**config.mk**
```make
export PLATFORM = sky130hd
export DESIGN_NAME = step_sequencer
export DESIGN_NICKNAME = d
export VERILOG_FILES = /design/src/rtl/step_sequencer.sv
export SDC_FILE = /design/constraint.sdc
export NUM_CORES = 1
export LEC_CHECK = 0
export BUFFER_PORTS_ARGS = -buffer_cell sky130_fd_sc_hd__buf_4
export CORE_MARGIN = 8
export CORE_UTILIZATION = 47
export CTS_BUF_LIST = sky130_fd_sc_hd__clkbuf_2 sky130_fd_sc_hd__clkbuf_4 sky130_fd_sc_hd__clkbuf_8
export DETAILED_ROUTE_END_ITERATION = 10
export GPL_ROUTABILITY_DRIVEN = 0
export PLACE_DENSITY_LB_ADDON = 0.25
export SLEW_MARGIN = 30
export SYNTH_ARGS = -nofsm -noshare
export SYNTH_HDL_FRONTEND = slang
export SYNTH_SLANG_ARGS = --single-unit
```
**constraint.sdc**
```tcl
create_clock -name i_clk -period 1.9 [get_ports i_clk]
set_clock_uncertainty 0.15 [all_clocks]
set_input_delay 0.57 -clock i_clk [delete_from_list [all_inputs] [get_ports i_clk]]
set_output_delay 0.57 -clock i_clk [all_outputs]
set_load 0.01 [all_outputs]
```
**src/rtl/step_sequencer.sv**
```systemverilog
// Microcode step sequencer: instruction register, step counter, latched ALU flags,
// datapath clock-enable (free-run / single-step) and halt / overrun-fault trapping.
module step_sequencer #(
  parameter int unsigned INSTRUCTION_WIDTH = 16,
  parameter int unsigned INSTRUCTION_STEPS = 32,
  localparam int unsigned STEP_WIDTH = $clog2(INSTRUCTION_STEPS)
) (
  input  logic                         i_clk,
  input  logic                         i_reset,
  input  logic                         i_run_mode,
  input  logic                         i_step_btn,
  input  logic [INSTRUCTION_WIDTH-1:0] i_bus,
  input  logic                         i_ii,
  input  logic                         i_adv,
  input  logic                         i_hlt,
  input  logic                         i_el,
  input  logic                         i_alu_zero,
  input  logic                         i_alu_carry,
  input  logic                         i_alu_odd,
  output logic [INSTRUCTION_WIDTH-1:0] o_instruction,
  output logic [STEP_WIDTH-1:0]        o_step,
  output logic                         o_zero,
  output logic                         o_carry,
  output logic                         o_odd,
  output logic                         o_clk_en,
  output logic                         o_halted,
  output logic                         o_fault
);

  typedef enum logic [1:0] {
    RUN    = 2'd0,
    HALTED = 2'd1,
    FAULT  = 2'd2
  } state_t;

  localparam logic [STEP_WIDTH-1:0] STEP_LAST = STEP_WIDTH'(INSTRUCTION_STEPS - 1);
  localparam logic [STEP_WIDTH-1:0] STEP_ONE  = STEP_WIDTH'(1);

  state_t                state, state_next;
  logic [STEP_WIDTH-1:0] step_next;
  logic                  btn_q;
  logic                  btn_rise;

  assign btn_rise = i_step_btn & ~btn_q;

  // State register; btn_q is the only register that updates without o_clk_en.
  always_ff @(posedge i_clk) begin
    if (i_reset) begin
      state         <= RUN;
      o_step        <= '0;
      o_instruction <= '0;
      o_zero        <= 1'b0;
      o_carry       <= 1'b0;
      o_odd         <= 1'b0;
      btn_q         <= 1'b0;
    end else begin
      btn_q  <= i_step_btn;
      state  <= state_next;
      o_step <= step_next;
      if (o_clk_en && i_ii) o_instruction <= i_bus;
      if (o_clk_en && i_el) begin
        o_zero  <= i_alu_zero;
        o_carry <= i_alu_carry;
        o_odd   <= i_alu_odd;
      end
    end
  end

  // Next-state / next-step: HLT beats ADV beats the overrun trap.
  always_comb begin
    state_next = state;
    step_next  = o_step;
    if (o_clk_en) begin
      if (i_hlt) begin
        state_next = HALTED;
      end else if (i_adv) begin
        step_next = '0;
      end else if (o_step == STEP_LAST) begin
        state_next = FAULT;
      end else begin
        step_next = o_step + STEP_ONE;
      end
    end
  end

  always_comb begin
    o_clk_en = (state == RUN) & (i_run_mode | btn_rise);
    o_halted = (state == HALTED);
    o_fault  = (state == FAULT);
  end

endmodule

```
==> results by group <==
Logic synthesis
  • Commonest cells in the netlist: dfxtp_1, a21oi_1, nand2_1
  • Avg Inst Size Synth: 9.003 sq um
  • Top FF cell, synth: dfxtp_1
  • Ys async rst share: 0%
  • Synth Warn #: 0
  • Syn_nets: 157
  • Post-synth top area share: 46.91%
  • Post-synth cell types: 31
  • Post-synth EDFFs: 0
  • Synth area leaders: dfxtp_1, a21oi_1, nand3_1, nand2_1, nor2b_4
  • Post-Synth Adder-Cell Area: 2.172%
  • XOR/XNOR Fraction of Synth Area: 0%
  • Post-synth top area cell: dfxtp_1
  • Main combinational cell family by area after synthesis: simple AND/OR/NAND/NOR gates
  • Synth Area in Compound Gates: 19.44%
  • Synthesized instance count: 128
  • Synthesized flop and latch total: 27
  • Mux cell area share after synthesis: 1.303%
  • Sequential cell area fraction in the yosys report: 46.91%
  • Count leader, synth: dfxtp_1
  • Simple-gate share of the synthesized area: 24.76%
  • Post-Synthesis Cell Area: 0.001152 sq mm

Placement
  • IO buf count: 53
  • Dpl hpwl: 2527 microns

Global routing
  • Antenna violations before repair: 0
  • Total gr overflow: 0
  • First-pass GRT wire length: 5140 microns
  • Met2 Use GR: 29.15%
  • Met1 capacity usage during global routing: 15.08%
  • Vias in the first global route: 1,132
  • Global route hottest layer: met2
  • Met3 Usage GRT: 3.231%
  • Largest net degree at the start of global routing: 22
  • GRT Overall Usage: 15.02%

Hold path
  • HP Start: o_instruction[11]
  • Worst Hold Class: flip-flop to flip-flop

Die
  • IO Pins: 54
  • Core area: 0.002410 sq mm
  • Row cnt: 18
  • Die height: 65.52 microns
  • Die W: 65.52 microns
  • Initial Utilization: 47.82%
  • Die ar.: 0.004292 sq mm

Routing
  • Remaining DRCs: 0
  • WL final: 3310 microns
  • Vias/cell: 5.212
  • Routed WL per cell: 15.25 microns
  • DR iter-0 viols: 63
  • Via count: 1,131
  • Antenna-violating nets left: 0
  • First-pass DRT Iterations: 4

Clock network
  • Num CTS Buffers: 3
  • CTS HTree Levels: 1
  • CTS tree: built
  • Root buf cell: clkbuf_4
  • Worst-path clk slew: 140 ps
  • CTS max path bufs: 2
  • Later-pin clock latency in the skew report: 320 ps
  • Num Clock Sinks: 27
  • CTS Hold Buffers Added: 0

Final layout
  • # diodes: 0
  • # fillers: 203
  • Share of cells above drive strength 1: 41.71%
  • Area grow syn2layout: 43.65%
  • Final #Nets: 217

Timing
  • Fmax: 539.3 MHz
  • Hold Fails Final Rpt: 0
  • Final setup violation count: 0
  • Setup TNS: 0 ps
  • Final worst-path cycle share: 97.59%
  • Worst-Margin Slew: 320.4 ps
  • Post-layout min period: 1854 ps
  • Unrepaired setup endpoints after global routing: false
  • Max transition margin: 78.50%
  • Slew Limit Fails: 0
  • Final hold slack: 317.5 ps

Worst setup path
  • CP endpoint kind: output pin
  • Required @ worst endpoint: 1180 ps
  • Startpoint Class: input pin
  • CP Max Fanout: 2
  • CP arrival: 1130 ps
  • Worst setup path start: i_step_btn
  • Worst r2r src: o_step[0]
  • Crit Path Class: input pin to output pin

Pwr
  • Leakage: 0.7441 nW
  • Worst VDD drop: 0.4103 mV
  • Pwr dens: 675.3 mW/mm^2

Job
  • Max cap viols: 0

Run status
  • Status: finished, final reports clean
## final timing paths
kind | endpoint | slack, ps | cells past startpoint
hold reg to reg | o_instruction[11] | 320 | 2
setup / recovery | o_clk_en | 50 | 4
hold / removal | o_instruction[11] | 320 | 2
setup reg to reg | o_step[0] | 60 | 7
## area by class of cell
class                           count  area (sq um)  area share, %
Multi-Input combinational cell     90         554.3          33.48
Sequential cell                    27         549.3          33.18
Timing Repair Buffer               63         473.0          28.57
Tap cell                           30         37.54          2.268
Clock buffer                        4         30.03          1.814
Inverter                            3         11.26         0.6803
## registers in the layout (all words and copies together), names as in the netlist
| name | flops |
|---|---|
| btn_q | 1 |
| o_carry | 1 |
| o_instruction | 16 |
| o_odd | 1 |
| o_step | 5 |
| o_zero | 1 |
| state | 2 |
## cells by family (layout without fill, tap and decap cells)
| group | count (synthesis) | count (layout) |
|---|---|---|
| flip-flops | 27 | 27 |
| AND/OR/NAND/NOR | 54 | 54 |
| adder cells (fa/ha/maj) | 2 | 2 |
| buffers and inverters | 11 | 70 |
| multiplexers | 1 | 1 |
| AO/OA/AOI/OAI | 33 | 33 |
## stage by stage
stage / util, % / cell area, sq um / total power, W / worst slack, ps / std cells
floorplan: - / 1152 / 0.0007442 / 77.88 / 128
global placement: 66.25 / 1597 / 0.0008522 / 43.05 / 211
detailed placement: 66.25 / 1597 / 0.0008617 / 34.38 / 211
CTS: 67.71 / 1632 / 0.001117 / 3.462 / 215
global route: 68.69 / 1655 / 0.001174 / 10.59 / 217
finish: 68.69 / 1655 / 0.001118 / 45.78 / 217
## critical path: stages
cell,delay (ps)
buf_4,120
nor2b_4,120
o21a_4,190
buf_4,140
## power breakdown
group          switching (W)  internal, W
Clock               0.000168    0.0000964
Sequential         0.0000182     0.000594
Combinational       0.000116     0.000126
## cells in the final DEF (no fill, tap or decap), drive strengths merged
cell,synthesis,final
buf,5,63
dfxtp,27,27
nand2,20,20
a21oi,20,20
nand3,19,19
nor2b,5,5
clkbuf,3,4
nor2,4,4
inv,3,3
o21ai,2,2
o221ai,2,2
a22o,2,2
ha,2,2
o211ai,2,2
nor3,2,2
and3,1,1
o21a,1,1
nor4,1,1
and4b,1,1
nand3b,1,1
a21o,1,1
a311oi,1,1
a31o,1,1
mux2,1,1
o21ba,1,1
## routing by layer
layer  wire [microns]  part of all wire (%)
met2             1842                    56
met4               24                  0.73
met1             1230                    37
met3              212                   6.4
met5                0                     0
## repair_timing
item,in CTS,in global routing
resized for setup,1,6
setup endpoints to repair,1,2
pin swaps,0,1
buffers inserted,0,2
Note: power is estimated with default switching activity, not from simulation.
